$ cat src/rtl/core_pkg.sv
// rtl/core_pkg.sv - shared state encoding, IR field positions and write-back codes for the sequencer
package core_pkg;

  localparam logic [2:0] S_FETCH   = 3'd0;
  localparam logic [2:0] S_DECODE  = 3'd1;
  localparam logic [2:0] S_EXEC    = 3'd2;
  localparam logic [2:0] S_WAIT_SW = 3'd3;
  localparam logic [2:0] S_WB      = 3'd4;
  localparam logic [2:0] S_HALT    = 3'd5;

  typedef enum logic [2:0] {
    ST_FETCH   = S_FETCH,
    ST_DECODE  = S_DECODE,
    ST_EXEC    = S_EXEC,
    ST_WAIT_SW = S_WAIT_SW,
    ST_WB      = S_WB,
    ST_HALT    = S_HALT
  } seq_state_t;

  localparam int IR_J        = 31;
  localparam int IR_B        = 30;
  localparam int IR_WE       = 29;
  localparam int IR_WS_HI    = 28;
  localparam int IR_WS_LO    = 27;
  localparam int IR_ALUOP_HI = 26;
  localparam int IR_ALUOP_LO = 23;
  localparam int IR_RA1_HI   = 22;
  localparam int IR_RA1_LO   = 18;
  localparam int IR_RA2_HI   = 17;
  localparam int IR_RA2_LO   = 13;
  localparam int IR_WA_HI    = 12;
  localparam int IR_WA_LO    = 8;
  localparam int IR_CONST_HI = 7;
  localparam int IR_CONST_LO = 0;

  localparam logic [1:0] WS_SE      = 2'b00;
  localparam logic [1:0] WS_SW      = 2'b01;
  localparam logic [1:0] WS_ALU     = 2'b10;
  localparam logic [1:0] WS_ILLEGAL = 2'b11;

  // Branch offset in bytes: sign-extended word offset times four.
  function automatic logic [31:0] branch_offset(input logic [7:0] const8);
    return {{22{const8[7]}}, const8, 2'b00};
  endfunction

endpackage

$ cat src/rtl/core_pc_unit.sv
// rtl/core_pc_unit.sv - program counter register with sequential/branch next-PC selection
module core_pc_unit
  import core_pkg::*;
#(
  parameter logic [31:0] PC_RESET = 32'd0
) (
  input  logic        clk,
  input  logic        rst,
  input  logic        load,
  input  logic        taken,
  input  logic [7:0]  const8,
  output logic [31:0] pc
);

  logic [31:0] r_pc;
  logic [31:0] w_next_pc;

  // Next PC: relative branch target when taken, otherwise fall through; both wrap modulo 2^32.
  always_comb begin
    w_next_pc = r_pc + 32'd4;
    if (taken) begin
      w_next_pc = r_pc + branch_offset(const8);
    end
  end

  // PC register, updated once per retired instruction.
  always_ff @(posedge clk) begin
    if (rst) begin
      r_pc <= PC_RESET;
    end else if (load) begin
      r_pc <= w_next_pc;
    end
  end

  assign pc = r_pc;

endmodule

$ cat src/rtl/core_sequencer.sv
// rtl/core_sequencer.sv - multi-cycle fetch/decode/exec/wb control FSM; SEQ_SINGLE_STEP_EN adds step_i and HALT
module core_sequencer
  import core_pkg::*;
#(
  parameter logic [31:0] PC_RESET = 32'd0,
  parameter int          CNT_W    = 32
) (
  input  logic             clk,
  input  logic             rst,
`ifdef SEQ_SINGLE_STEP_EN
  input  logic             step_i,
`endif
  output logic             imem_req,
  output logic [31:0]      imem_addr,
  input  logic             imem_ack,
  input  logic [31:0]      imem_rdata,
  output logic [31:0]      instr,
  input  logic             cmp_i,
  input  logic             sw_valid,
  output logic             sw_ack,
  output logic             rf_we,
  output logic [1:0]       wb_sel,
  output logic [31:0]      pc,
  output logic [CNT_W-1:0] retired,
  output logic [2:0]       state_o
);

  seq_state_t       r_state;
  seq_state_t       w_next_state;
  logic [31:0]      r_instr;
  logic             r_cmp_q;
  logic [CNT_W-1:0] r_retired;

  logic [1:0]       w_ws;
  logic             w_we;
  logic             w_taken;
  logic             w_pc_load;
  logic             w_imem_req;
  logic             w_sw_ack;
  logic             w_rf_we;
  logic [31:0]      w_pc;

  assign w_ws    = r_instr[IR_WS_HI:IR_WS_LO];
  assign w_we    = r_instr[IR_WE];
  assign w_taken = r_instr[IR_J] | (r_instr[IR_B] & r_cmp_q);

  // State register; reset always lands in FETCH, even with single-step enabled.
  always_ff @(posedge clk) begin
    if (rst) begin
      r_state <= ST_FETCH;
    end else begin
      r_state <= w_next_state;
    end
  end

  // Next-state and per-state control strobes.
  always_comb begin
    w_next_state = r_state;
    w_imem_req   = 1'b0;
    w_sw_ack     = 1'b0;
    w_rf_we      = 1'b0;
    w_pc_load    = 1'b0;
    case (r_state)
      ST_FETCH: begin
        w_imem_req = 1'b1;
        if (imem_ack) begin
          w_next_state = ST_DECODE;
        end
      end
      ST_DECODE: begin
        w_next_state = ST_EXEC;
      end
      ST_EXEC: begin
        if (w_we && (w_ws == WS_SW)) begin
          w_next_state = ST_WAIT_SW;
        end else begin
          w_next_state = ST_WB;
        end
      end
      ST_WAIT_SW: begin
        if (sw_valid) begin
          w_sw_ack     = 1'b1;
          w_next_state = ST_WB;
        end
      end
      ST_WB: begin
        w_rf_we   = w_we && (w_ws != WS_ILLEGAL);
        w_pc_load = 1'b1;
`ifdef SEQ_SINGLE_STEP_EN
        w_next_state = ST_HALT;
`else
        w_next_state = ST_FETCH;
`endif
      end
      ST_HALT: begin
`ifdef SEQ_SINGLE_STEP_EN
        if (step_i) begin
          w_next_state = ST_FETCH;
        end
`else
        w_next_state = ST_FETCH;
`endif
      end
      default: begin
        w_next_state = ST_FETCH;
      end
    endcase
  end

  // IR capture on fetch ack, branch-compare capture in EXEC, retire count at WB.
  always_ff @(posedge clk) begin
    if (rst) begin
      r_instr   <= '0;
      r_cmp_q   <= 1'b0;
      r_retired <= '0;
    end else begin
      if ((r_state == ST_FETCH) && imem_ack) begin
        r_instr <= imem_rdata;
      end
      if (r_state == ST_EXEC) begin
        r_cmp_q <= cmp_i;
      end
      if (w_pc_load) begin
        r_retired <= r_retired + CNT_W'(1);
      end
    end
  end

  core_pc_unit #(
    .PC_RESET (PC_RESET)
  ) u_pc_unit (
    .clk    (clk),
    .rst    (rst),
    .load   (w_pc_load),
    .taken  (w_taken),
    .const8 (r_instr[IR_CONST_HI:IR_CONST_LO]),
    .pc     (w_pc)
  );

  // Strobes are forced low while reset is held so nothing escapes mid-abort.
  assign imem_req  = w_imem_req & ~rst;
  assign sw_ack    = w_sw_ack & ~rst;
  assign rf_we     = w_rf_we & ~rst;
  assign imem_addr = w_pc;
  assign pc        = w_pc;
  assign instr     = r_instr;
  assign wb_sel    = w_ws;
  assign retired   = r_retired;
  assign state_o   = r_state;

endmodule

$ cat config.mk
export PLATFORM = sky130hd
export DESIGN_NAME = core_sequencer
export DESIGN_NICKNAME = d
export VERILOG_FILES = /design/src/rtl/core_pkg.sv /design/src/rtl/core_pc_unit.sv /design/src/rtl/core_sequencer.sv
export SDC_FILE = /design/constraint.sdc
export NUM_CORES = 1
export LEC_CHECK = 0
export ABC_AREA = 0
export BUFFER_PORTS_ARGS = -buffer_cell sky130_fd_sc_hd__buf_2
export CORE_ASPECT_RATIO = 0.75
export CORE_MARGIN = 2
export CORE_UTILIZATION = 25
export DETAILED_ROUTE_END_ITERATION = 10
export HOLD_SLACK_MARGIN = 0.08
export PLACE_DENSITY = 0.42
export SYNTH_ARGS = -nofsm -noshare
export SYNTH_HDL_FRONTEND = slang
export SYNTH_HIERARCHICAL = 1
export SYNTH_SLANG_ARGS = --single-unit
$ cat constraint.sdc
create_clock -name clk -period 2.75 [get_ports clk]
set_input_delay 0.4125 -clock clk [delete_from_list [all_inputs] [get_ports clk]]
set_output_delay 0.4125 -clock clk [all_outputs]
set_load 0.03 [all_outputs]
==> impl_results.md <==
* Final setup violation count at 1
* Routed Antenna Nets at 0
* RSZ-0062 raised after global routing: yes
* Asr flop ratio synth at 0%
* Die width at 181.4 microns
* Clock tree root driver cell: clkbuf_16
* Final HPWL DP at 14.68 mm
* Yosys cell types at 70
* Post-Syn Area per Cell at 7.783 sq um
* Initial antenna violation count at 0
* Slew HR at 58.06%
* Critical path arrival at 3.00 ns
* Final WL at 19.66 mm
* Top-area cell type share of the netlist area at 33.26%
* Die height at 137.0 microns
* Cell Chain, Critical Path: a21o_4 > nand2b_1 > ha_2 > inv_2 > fa_2 > nor2b_2 > o211ai_1 > buf_4 > a211oi_4 > o21ai_2 > nor2_2 > mux2i_1 > mux2_1
* WP data required at 3.00 ns
* Worst setup margin at -0.001187 ns
* DRC violation count after routing at 0
* DP Area at 0.007072 sq mm
* Initial Utilization at 25.58%
* P_leak at 3.223 nW
* Delay-heaviest family, CP: compound AO/OA/AOI/OAI gates
* Largest net degree at the start of global routing at 58
* EDFF count, synth at 0
* Synth cell count leaders: nand2_1, dfxtp_1, a21oi_1, nor2_1, buf_4
* Final #Nets at 961
* Peak fanout along the critical path at 7
* Period utilisation layout at 100.0%
* Share of layout cells above drive strength 1 at 33.15%
* Die area at 0.02486 sq mm
* Num CTS Buffers at 9
* Clock-pin slew on the worst setup and hold paths at 0.07 ns
* Ys flop type: dfxtp_1
* Synth area leader: dfxtp_1
* Synth warnings at 6
* Drt first pass iters at 6
* Failing checks: setup timing
* GR Util All Layers at 15.64%
* Min-Delay Path Class: in2reg
* Crit. End Element: flop
* #FFs+latches synth at 98
* Hold_buf cts at 0
* Pre-CTS worst setup slack at -0.1115 ns
* Mapped Cells at 758
* Placed insts at 1198
* Seq/Total Area, Yosys at 33.26%
* Final Cell Area at 0.007582 sq mm
* Most instantiated library cell after synthesis: nand2_1
* Grt total ovfl at 0
* IO Count at 173
* VDD IR max at 0.0002517 V
* Drt wl/cell at 16.11 microns
* Vias in the first global route at 5451
* Clock Skew at 0.01185 ns
* CTS H-Tree Depth at 3
* Status: complete, but fails checks
* Latest clock arrival within the worst-skew pair at 0.36 ns
* Port Buffers at 168
* Clock Sink Count at 98
* Critical path's slowest cell: dfxtp_4
* Iter 0 DRT Violations at 375
* Non-Filler Instances at 1220
* Hold Fails Final Rpt at 0
* Crit path time final at 2.751 ns
* FMAX at 363.5 MHz
* Critical path's largest stage delay at 0.34 ns
* Synth top area cells: dfxtp_1, nand2_1, a21oi_1, buf_4, nor2_1
* Area growth, synth to finish at 28.53%
* CTS tree: yes
* Max_cap viols at 0
* Buf/Inv on CP at 2
* Pins Over Slew Limit at 0
* CP Launch Type: flop
* CTS Buffer Depth at 2
* DR vias at 5934
* P per Cell Area at 428.6 mW/mm^2
* First-pass GRT wire length at 30.53 mm
* Mapped Area at 0.005899 sq mm
* Placer Congestion at 0.8416
* Core Area at 0.02306 sq mm
* Rows at 48
* CP Class: reg2reg
* Antenna diodes at 0
* Worst-margin pin slew at 0.6291 ns
* Drt via density at 4.864
[report_power, final]
part           leakage (nW)  internal, W  switching, W
Clock                 0.157     0.000827      0.000594
Combinational          2.27     0.000115      0.000238
Sequential            0.796      0.00145     0.0000230
Total                  3.22      0.00239      0.000855
[cell families (layout without fill, tap and decap cells)]
group           count (synthesis)  count (layout)  synth area share, %
simple gates                  339             339                29.63
compound gates                148             148                15.19
buf+inv                       104             265                10.16
flops                          98              98                33.26
mux                            30              30                5.323
xor+xnor                       28              28                4.157
fa+ha+maj                      10              10                2.227
other cells                     1               2              0.06357
[registers in the layout (all words and copies together) (netlist names)]
register	flops
instr	32
u_pc_unit/pc	30
retired	32
state_o	3
r_cmp_q	1
[per-layer routing]
layer / share of wire (%) / vias to the layer above / GRT usage [%]
met5: 0 / - / 0
met4: 0.73 / 0 / 3.117
met3: 7.3 / 11 / 4.949
met2: 40 / 192 / 22.18
met1: 52 / 2775 / 22.95
li1: - / 2956 / -
[worst reg2reg max path, delay by kind of cell, from the launching register on]
family / cells / cell delay, ns
AO/OA/AOI/OAI: 4 / 0.70
multiplexers: 2 / 0.53
adder cells (fa/ha/maj): 2 / 0.51
AND/OR/NAND/NOR: 3 / 0.35
flip-flops: 1 / 0.34
buffers and inverters: 2 / 0.22
[cell usage in the layout, fill, tap and decap left out, types with 6 or more instances in the layout]
cell,count
a21oi_1,68
and2_1,12
and3_1,8
buf_2,167
buf_4,62
clkbuf_16,9
dfxtp_1,95
inv_1,15
mux2_2,8
mux2i_1,17
nand2_1,101
nand2b_1,9
nand3_1,26
nand4_1,16
nor2_1,62
nor2b_1,11
nor3_1,15
nor4_1,19
o21ai_0,17
o21ai_1,6
o31ai_1,8
or3_1,12
or4_1,14
xnor2_1,19
xor2_1,7
[through the flow]
step           hold slack (ns)    TNS, ns  total power (W)  util, %
6_report                0.2842  -0.001187         0.003249    32.88
2_1_floorplan           0.4365   -0.09786         0.001739        -
3_5_place_dp            0.4437    -0.3444         0.001864    30.66
3_3_place_gp            0.4393    -0.2595         0.001864    30.66
4_1_cts                 0.2712          0         0.003309    32.24
5_1_grt                 0.2738    -0.9749         0.003396    32.88
[worst paths after layout]
check / end / slack, ns / depth (start not counted) / start
setup / recovery: u_pc_unit/pc[28]$_SDFFE_PP0P_ / -0.001 / 13 / instr[30]$_SDFFE_PP0P_
hold / removal: instr[31]$_SDFFE_PP0P_ / 0.28 / 3 / imem_rdata[31]
setup reg to reg: u_pc_unit/pc[28]$_SDFFE_PP0P_ / -0.001 / 13 / instr[30]$_SDFFE_PP0P_
hold reg to reg: instr[21]$_SDFFE_PP0P_ / 0.45 / 2 / instr[21]$_SDFFE_PP0P_
[final cells by class]
| type | count | area, sq um |
|---|---|---|
| Timing Repair Buffer | 232 | 1353 |
| Clock buffer | 12 | 246.5 |
| Fill cell | 2529 | 15480 |
| Inverter | 17 | 63.81 |
| Multi-Input combinational cell | 557 | 3500 |
| Sequential cell | 98 | 1971 |
| Clock inverter | 4 | 73.82 |
| Tap cell | 300 | 375.4 |
[what timing repair did]
item | 4_1_cts | 5_1_grt
gates cloned | 0 | 0
setup endpoints to repair | 7 | 20
gates resized for setup | 4 | 27
setup buffers | 3 | 4
pin swaps | 4 | 6
No activity file was read; power rests on OpenSTA's default activity.
